--- src/rtl/cas_pkg.sv ---
// ---------------------------------------------------------------------------
// cas_pkg
// Shared definitions for the CAS sorting network stages.
//   ADDRW_DEF   : default index width carried alongside each value
//   WL_DEF      : default value width (IEEE-754 single, handled as raw bits)
//   cas_entry_t : one (index, value) pair as it travels between stages
//   clog2       : elaboration-time ceiling log2 for sizing pointers/counters
// ---------------------------------------------------------------------------
package cas_pkg;

    localparam int ADDRW_DEF = 10;
    localparam int WL_DEF    = 32;

    // Index sits in the upper bits so a packed entry sorts like {index, value}
    // when viewed as a flat vector by downstream stages.
    typedef struct packed {
        logic [ADDRW_DEF-1:0] index;
        logic [WL_DEF-1:0]    value;
    } cas_entry_t;

    // Ceiling log2; clog2(1) = 0, clog2(8) = 3, clog2(9) = 4.
    function automatic int clog2(input int value);
        int result;
        int rem;
        result = 32'sd0;
        rem    = value - 32'sd1;
        while (rem > 32'sd0) begin
            result = result + 32'sd1;
            rem    = rem >>> 32'sd1;
        end
        return result;
    endfunction

endpackage

--- src/rtl/cas_dualwr_regfile.sv ---
// ---------------------------------------------------------------------------
// cas_dualwr_regfile
// DEPTH-entry storage array for the pair serializer. Two write ports that
// always target consecutive slots (waddr_i and waddr_i+1, wrapping), and one
// asynchronous read port. Contents are deliberately not reset: validity is
// tracked entirely by the pointers and occupancy counter in the parent.
//   clk       : write clock, rising edge
//   we_a_i    : write wdata_a_i to slot waddr_i
//   we_b_i    : write wdata_b_i to slot waddr_i+1 (wraps modulo DEPTH)
//   waddr_i   : base write address
//   wdata_a_i : data for the base slot
//   wdata_b_i : data for the following slot
//   raddr_i   : read address
//   rdata_o   : combinational read data of slot raddr_i
// ---------------------------------------------------------------------------
module cas_dualwr_regfile
    import cas_pkg::*;
#(
    parameter int ADDRW = ADDRW_DEF,
    parameter int WL    = WL_DEF,
    parameter int DEPTH = 8,
    localparam int AW   = clog2(DEPTH),
    localparam int EW   = ADDRW + WL
) (
    input  logic          clk,
    input  logic          we_a_i,
    input  logic          we_b_i,
    input  logic [AW-1:0] waddr_i,
    input  logic [EW-1:0] wdata_a_i,
    input  logic [EW-1:0] wdata_b_i,
    input  logic [AW-1:0] raddr_i,
    output logic [EW-1:0] rdata_o
);

    logic [EW-1:0] mem_q [DEPTH];
    logic [AW-1:0] waddr_b_s;

    // Second port address; natural binary wrap keeps it inside the array.
    assign waddr_b_s = waddr_i + {{(AW-1){1'b0}}, 1'b1};

    // Storage update; the two ports never collide because their addresses differ by one.
    always_ff @(posedge clk) begin
        if (we_a_i) begin
            mem_q[waddr_i] <= wdata_a_i;
        end
        if (we_b_i) begin
            mem_q[waddr_b_s] <= wdata_b_i;
        end
    end

    assign rdata_o = mem_q[raddr_i];

endmodule

--- src/rtl/cas_pair_serializer.sv ---
// ---------------------------------------------------------------------------
// cas_pair_serializer
// Collects up to two (index, value) entries per cycle from the two-lane CAS
// element into a small circular FIFO and replays them as one valid/ready
// stream: arrival-cycle order first, lane 1 ahead of lane 2 within a cycle.
// The CAS enable is only raised when two free slots are guaranteed, so the
// upstream never has to know how many of its lanes are valid.
//   clk          : clock, rising edge
//   rst_n        : asynchronous active-low reset
//   clr          : synchronous flush; discards any write/read in that cycle
//   in_valid1/2  : lane entry valid (CAS outvalid1/2)
//   in_index1/2  : lane index
//   in_value1/2  : lane value
//   upstream_ena : CAS enable; high means this cycle's inputs are consumed
//   out_valid    : output entry available
//   out_ready    : downstream accepts the output entry
//   out_index    : output index (zero while out_valid is low)
//   out_value    : output value (zero while out_valid is low)
//   count        : current FIFO occupancy
// ---------------------------------------------------------------------------
module cas_pair_serializer
    import cas_pkg::*;
#(
    parameter int ADDRW  = ADDRW_DEF,
    parameter int WL     = WL_DEF,
    parameter int DEPTH  = 8,
    localparam int CNTW  = clog2(DEPTH) + 1
) (
    input  logic             clk,
    input  logic             rst_n,
    input  logic             clr,
    input  logic             in_valid1,
    input  logic [ADDRW-1:0] in_index1,
    input  logic [WL-1:0]    in_value1,
    input  logic             in_valid2,
    input  logic [ADDRW-1:0] in_index2,
    input  logic [WL-1:0]    in_value2,
    output logic             upstream_ena,
    output logic             out_valid,
    input  logic             out_ready,
    output logic [ADDRW-1:0] out_index,
    output logic [WL-1:0]    out_value,
    output logic [CNTW-1:0]  count
);

    localparam int AW = clog2(DEPTH);
    localparam int EW = ADDRW + WL;

    // Highest occupancy that still leaves room for a full pair.
    localparam logic [CNTW-1:0] ENA_MAX = CNTW'(DEPTH - 2);

    // ---------------------------------------------------------------------
    // State
    // ---------------------------------------------------------------------
    logic [AW-1:0]   wr_ptr_q, wr_ptr_d;
    logic [AW-1:0]   rd_ptr_q, rd_ptr_d;
    logic [CNTW-1:0] count_q,  count_d;
    logic            ena_q,    ena_d;
    logic            valid_q,  valid_d;

    // ---------------------------------------------------------------------
    // Per-cycle transfer decisions
    // ---------------------------------------------------------------------
    logic            we1_s, we2_s;
    logic            we_a_s, we_b_s;
    logic [1:0]      nwr_s;
    logic            rd_s;
    logic [EW-1:0]   lane1_s, lane2_s;
    logic [EW-1:0]   wdata_a_s;
    logic [EW-1:0]   rdata_s;

    assign lane1_s = {in_index1, in_value1};
    assign lane2_s = {in_index2, in_value2};

    // The enable is a register, so a lane write depends only on state and clr.
    assign we1_s = in_valid1 & ena_q & ~clr;
    assign we2_s = in_valid2 & ena_q & ~clr;

    // Port A takes whichever lane comes first; port B is used only for pairs,
    // which is what keeps a lone lane-2 entry from leaving a hole.
    assign we_a_s = we1_s | we2_s;
    assign we_b_s = we1_s & we2_s;
    assign nwr_s  = {1'b0, we1_s} + {1'b0, we2_s};

    // Reading only when valid makes out_ready harmless on an empty FIFO.
    assign rd_s = valid_q & out_ready & ~clr;

    // Port A data select: lane 1 when it writes, otherwise lane 2 alone.
    always_comb begin
        wdata_a_s = lane1_s;
        if (we1_s) begin
            wdata_a_s = lane1_s;
        end else begin
            wdata_a_s = lane2_s;
        end
    end

    // ---------------------------------------------------------------------
    // Storage
    // ---------------------------------------------------------------------
    cas_dualwr_regfile #(
        .ADDRW (ADDRW),
        .WL    (WL),
        .DEPTH (DEPTH)
    ) u_regfile (
        .clk       (clk),
        .we_a_i    (we_a_s),
        .we_b_i    (we_b_s),
        .waddr_i   (wr_ptr_q),
        .wdata_a_i (wdata_a_s),
        .wdata_b_i (lane2_s),
        .raddr_i   (rd_ptr_q),
        .rdata_o   (rdata_s)
    );

    // ---------------------------------------------------------------------
    // Next-state: clr wins over every write and read of the same cycle
    // ---------------------------------------------------------------------
    // Pointer, occupancy and flag next-state computation.
    always_comb begin
        wr_ptr_d = wr_ptr_q;
        rd_ptr_d = rd_ptr_q;
        count_d  = count_q;
        if (clr) begin
            wr_ptr_d = {AW{1'b0}};
            rd_ptr_d = {AW{1'b0}};
            count_d  = {CNTW{1'b0}};
        end else begin
            wr_ptr_d = wr_ptr_q + AW'(nwr_s);
            rd_ptr_d = rd_ptr_q + AW'(rd_s);
            count_d  = count_q + CNTW'(nwr_s) - CNTW'(rd_s);
        end
        // Flags are registered copies of functions of the next occupancy,
        // so they equal the same functions of count_q one cycle later.
        // The enable ignores a same-cycle read, which keeps it conservative
        // and free of any path from out_ready.
        ena_d   = (count_d <= ENA_MAX);
        valid_d = (count_d != {CNTW{1'b0}});
    end

    // State registers; reset leaves the enable high so the CAS may start at once.
    always_ff @(posedge clk or negedge rst_n) begin
        if (!rst_n) begin
            wr_ptr_q <= {AW{1'b0}};
            rd_ptr_q <= {AW{1'b0}};
            count_q  <= {CNTW{1'b0}};
            ena_q    <= 1'b1;
            valid_q  <= 1'b0;
        end else begin
            wr_ptr_q <= wr_ptr_d;
            rd_ptr_q <= rd_ptr_d;
            count_q  <= count_d;
            ena_q    <= ena_d;
            valid_q  <= valid_d;
        end
    end

    // ---------------------------------------------------------------------
    // Outputs
    // ---------------------------------------------------------------------
    assign upstream_ena = ena_q;
    assign out_valid    = valid_q;
    assign count        = count_q;

    // Head entry gated by valid so stale storage never shows on the bus;
    // the gate is a register, so reset clears the bus immediately.
    always_comb begin
        out_index = {ADDRW{1'b0}};
        out_value = {WL{1'b0}};
        if (valid_q) begin
            out_index = rdata_s[EW-1:WL];
            out_value = rdata_s[WL-1:0];
        end else begin
            out_index = {ADDRW{1'b0}};
            out_value = {WL{1'b0}};
        end
    end

endmodule
--- config.mk ---
export PLATFORM = sky130hd
export DESIGN_NAME = cas_pair_serializer
export DESIGN_NICKNAME = d
export VERILOG_FILES = /design/src/rtl/cas_pkg.sv /design/src/rtl/cas_dualwr_regfile.sv /design/src/rtl/cas_pair_serializer.sv
export SDC_FILE = /design/constraint.sdc
export NUM_CORES = 1
export LEC_CHECK = 0
export CAP_MARGIN = 40
export CORE_MARGIN = 2
export CORE_UTILIZATION = 35
export DETAILED_ROUTE_END_ITERATION = 12
export HOLD_SLACK_MARGIN = 0.15
export SLEW_MARGIN = 20
export SYNTH_ARGS = -nofsm -noshare
export SYNTH_HDL_FRONTEND = slang
export SYNTH_HIERARCHICAL = 1
export SYNTH_SLANG_ARGS = --single-unit
export TNS_END_PERCENT = 5
--- constraint.sdc ---
create_clock -name clk -period 12.7 [get_ports clk]
set_input_delay 1.905 -clock clk [delete_from_list [all_inputs] [get_ports clk]]
set_output_delay 1.905 -clock clk [all_outputs]
set_load 0.02 [all_outputs]
**Word level (Yosys, flattened, before mapping)**

Memories as Yosys holds them, arrays and structs flattened.
Cells that the tools add are included.

- Bits in registers: 12
- Bits in latches: 0
- Bits in writable memories: 336
- ROM bits: 0
- Input port bits: 90
- Output and inout port bits: 48
- Logic and storage cells: 33
- Memories kept: 1

- $add $sub $neg: 6
- $mul: 0
- Div/mod/pow operators: 0
- Order comparisons: 1
- Equal/unequal tests: 0
- Shifts and indexed selects: 0
- Mux-type cells: 10
- Bitwise operators: 9
- Reductions and logical operators: 1

Memories:

| memory | words | bits a word | read ports | clocked after Yosys merged registers in | wr ports | line | RTL |
|---|---|---|---|---|---|---|---|
| u_regfile.mem_q | 8 | 42 | 1 | 0 | 2 | cas_dualwr_regfile.sv:35 | `logic [EW-1:0] mem_q [DEPTH];` |

Operator list:

| cell | count |
|---|---|
| 42-bit 2-to-1 mux | 1 |
| 32-bit 2-to-1 mux | 1 |
| 10-bit 2-to-1 mux | 1 |
| 1-bit AND | 7 |
| 3-bit 2-to-1 mux | 2 |
| 4-bit by 2-bit adder with 4-bit output | 1 |
| 4-bit by 3-bit <= comparator with 1-bit output (second input constant) | 1 |
| 1-bit 2-to-1 mux | 4 |
| 4-bit 2-to-1 mux | 1 |
| 4-bit nonzero test | 1 |
| 4-bit by 1-bit subtractor with 4-bit output | 1 |
| 3-bit by 1-bit adder with 3-bit output | 1 |
| 3-bit by 1-bit adder with 3-bit output (second input constant) | 1 |
| 3-bit by 2-bit adder with 3-bit output | 1 |
| 1-bit by 1-bit adder with 2-bit output | 1 |
| 1-bit NOT | 1 |
| 1-bit bitwise OR | 1 |

**Logic depth before layout (Yosys ltp)**

- Depth in word-level cells: 7
- Gate-level depth with buffers: 13
- Gate-level depth less buffers: 11

**Hierarchy**

Netlist, hierarchy kept.

Modules (own cells, without submodules):

| module | times used | cells an instance | area each (um^2) | sequential area each (um^2) |
|---|---|---|---|---|
| cas_dualwr_regfile | 1 | 883 | 16,688.5 | 10,089.7 |
| cas_pair_serializer | 1 | 155 | 1,640.3 | 301.5 |

**Least setup slack after synthesis**

No wires, ideal clock.

- Path kind: input to register
- Start: input clr
- End: memory u_regfile/mem_q[2][0] in the netlist's numbering (enable)
- Library setup time: 0.507 ns
- Data arrival time: 5.954 ns
- Required time: 12.193 ns
- Setup slack: 6.239 ns
- Stages: 8
- Path buffers: 2
- Cell sequence: buf_6 > nor2b_4 > nand2_4 > buf_6 > ha_1 > inv_1 > nand2_1 > o32ai_1

RTL lines:

| what | line | RTL |
|---|---|---|
| start: declaration | cas_pair_serializer.sv:31 | `input logic clr,` |
| end: declaration | cas_dualwr_regfile.sv:35 |  |

==> results.py <==
metrics = {
    "clock_network": {
        "cts_max_level": 2,
        "cts_tree": "yes",
        "hold_buffers": 0,
        "clk_pin_slew_worst_paths_ns": 0.06,
        "cts_made_buffers": 41,
        "cts_buffer_depth": 3,
        "cts_resized": 0,
        "cts.sinks": 348,
        "clock_latency_ns": 0.55,
        "postCtsSetupRepairBufs": 0,
        "clockRootBuffer": "clkbuf_16",
    },
    "setup_path": {
        "critPathArrivalTime_ns": 5.85,
        "cp.required_ns": 12.90,
        "crit_fanout": 43,
        "endpoint_kind": "register",
        "worst_setup_path_start_kind": "input pin",
        "critPathKind": "in -> reg",
    },
    "grt": {
        "grt_pass1_vias": 10800,
        "grt_pass1_wl_mm": 70.1,
        "track_usage_pct": 17.4,
        "antenna_found_initial": 4,
        "overflow": 0,
        "grt_max_degree": 44,
    },
    "floorplanning": {
        "coreArea_sq_um": 51500,
        "dieArea_sq_um": 54200,
        "io_pins": 138,
        "die_h_um": 233,
        "rows": 83,
        "initial_core_util_pct": 35.6,
        "die_w_um": 233,
    },
    "placed_design": {
        "place_inst": 1814,
        "port_buffers": 137,
        "routabilityCongestion": 0.714,
        "place.detailed.hpwl_mm": 27.5,
    },
    "detailed_routing": {
        "vias": 10100,
        "drt-pass1-iter-count": 5,
        "via_per_inst": 5.33,
        "routed_wirelength_mm": 46.7,
        "wire_per_inst_um": 24.7,
        "drc": 0,
        "drtIter0Drc": 596,
        "postRouteAntennaNets": 0,
    },
    "power": {
        "power_density_nw_per_um2": 154,
        "p_leak_uw": 0.00720,
        "vdd_drop_max_v": 0.000131,
        "total_power_uw": 3410,
    },
    "finish": {
        "layout.nets": 1281,
        "final_cell_mix": "mux2_2 (379), edfxtp_1 (336), clkdlybuf4s50_1 (137)",
        "multi_input_area_sq_um": 7720,
        "fillers": 4622,
        "drive_gt1_share_pct": 50.3,
        "regArea_sq_um": 10400,
        "fin_util_pct": 42.9,
        "diodes": 0,
        "areaGrowthSynthToFinish_pct": 20.4,
        "final_common_cell": "mux2_2",
        "fin_cells": 1889,
    },
    "synth": {
        "yosys-top-cells-area": "edfxtp_1 (55%), mux2_2 (23%), mux4_2 (10%)",
        "synth-compound-area-share_pct": 0.485,
        "syn_area_per_cell_sq_um": 17.7,
        "yosys.area_share.xor_xnor_pct": 0.328,
        "ys_seq_area_share_pct": 56.7,
        "synthSimpleGateAreaFrac_pct": 2.54,
        "synthMuxAreaShare_pct": 36.9,
        "synth.net_count": 1141,
        "synth_top_area_share_pct": 55.0,
        "synth_area_leader_cell": "edfxtp_1",
        "synth_top_family_by_area": "multiplexers",
        "synth_fa_ha_area_share_pct": 0.969,
        "synth-seq-cells": 348,
        "yosysUniqueCellTypes": 38,
        "synth_warnings": 6,
        "synth_flop_cell": "edfxtp_1",
        "syn_area_sq_um": 18300,
        "synthArstFlopShare_pct": 3.45,
        "syn_inst": 1038,
        "synth_edf_count": 336,
    },
    "sta": {
        "worstMarginPinSlew_ns": 0.824,
        "fin_worst_skew_ns": 0.0130,
        "fmax_mhz": 177,
        "finalHoldViolCount": 0,
        "post-route-min-period_ns": 5.65,
        "timing.hold.ws_ns": 0.694,
        "setup_violations": 0,
        "rsz0062_at_grt": "false",
        "drv_slew": 0,
        "min_period_over_period_pct": 44.5,
        "tns_ns": 0,
        "timing.slew.headroom_pct": 45.0,
    },
    "run": {
        "drv_cap": 0,
    },
    "min_path": {
        "worstHoldPathType": "reg -> reg",
    },
    "outcome": {
        "outcome": "complete, no violations",
    },
}
-- cell families after synthesis --
kind of cell             Yosys count
XOR/XNOR                           6
AND/OR/NAND/NOR                   76
flip-flops                       348
adder cells (fa/ha/maj)           13
buffers and inverters             78
multiplexers                     504
AO/OA/AOI/OAI                     13
-- registers in the layout, summed over array words and instances, names as in the netlist --
signal	count
rd_ptr_q	3
count	4
wr_ptr_q	3
out_valid	1
upstream_ena	1
u_regfile/mem_q	336
-- power breakdown --
part	switching (uW)	internal, uW	total, uW
registers	42.8	1370	1410
clock network	465	718	1180
logic	389	421	810
-- Yosys cell counts, drive strengths merged (2+ instances only) --
master,number
mux2,420
edfxtp,336
mux4,84
buf,51
and2,43
clkbuf,15
inv,12
dfrtp,11
ha,11
nand2,7
nor2b,7
nor2,6
xnor2,4
and3,3
nand2b,3
a21oi,2
fa,2
nand3,2
nor3,2
o21ai,2
o21bai,2
o22ai,2
o32ai,2
xor2,2
-- per-layer routing --
layer / vias up / global-route usage, % / part of all wire (%)
met5: - / 0 / 0.021
met4: 2 / 4.42 / 1.5
met3: 54 / 3.17 / 5.0
met2: 239 / 28.4 / 48
met1: 5310 / 24.0 / 45
li1: 4454 / - / -
-- final cells by class --
class / count / area share (%)
clock buffers: 53 / 5.04
clock inverters: 21 / 1.05
inverters: 12 / 0.204
multi-input cells: 612 / 35.0
flip-flops and latches: 348 / 47.1
well taps: 680 / 3.85
repair buffers: 163 / 7.75
-- through the flow --
stage | instance area, sq um | setup WS, ns
2_1_floorplan | 18300 | 6.24
3_3_place_gp | 20500 | 6.31
3_5_place_dp | 20700 | 6.42
4_1_cts | 22000 | 6.99
5_1_grt | 22100 | 6.80
6_report | 22100 | 7.05
-- critical path, stage by stage --
cell	delay, ns
clkdlybuf4s50_1	0.62
nor2b_4	0.23
nand2_4	0.23
buf_16	0.30
inv_1	0.08
ha_1	0.27
nor3b_1	0.58
nand2_4	0.57
o21ai_4	0.52
buf_4	0.49
-- worst paths after layout --
path | to | slack [ns] | start | cells past startpoint
min in group asynchronous | count[3] | 1.72 | rst_n | 1
hold / removal | count[0] | 0.69 | count[0] | 2
max in group asynchronous | rd_ptr_q[2] | 10.56 | rst_n | 1
setup / recovery | u_regfile/mem_q[5][33] | 7.05 | clr | 10
hold reg to reg | count[0] | 0.69 | count[0] | 2
setup reg to reg | u_regfile/mem_q[5][33] | 8.56 | upstream_ena | 9
No activity file was read; power rests on OpenSTA's default activity.
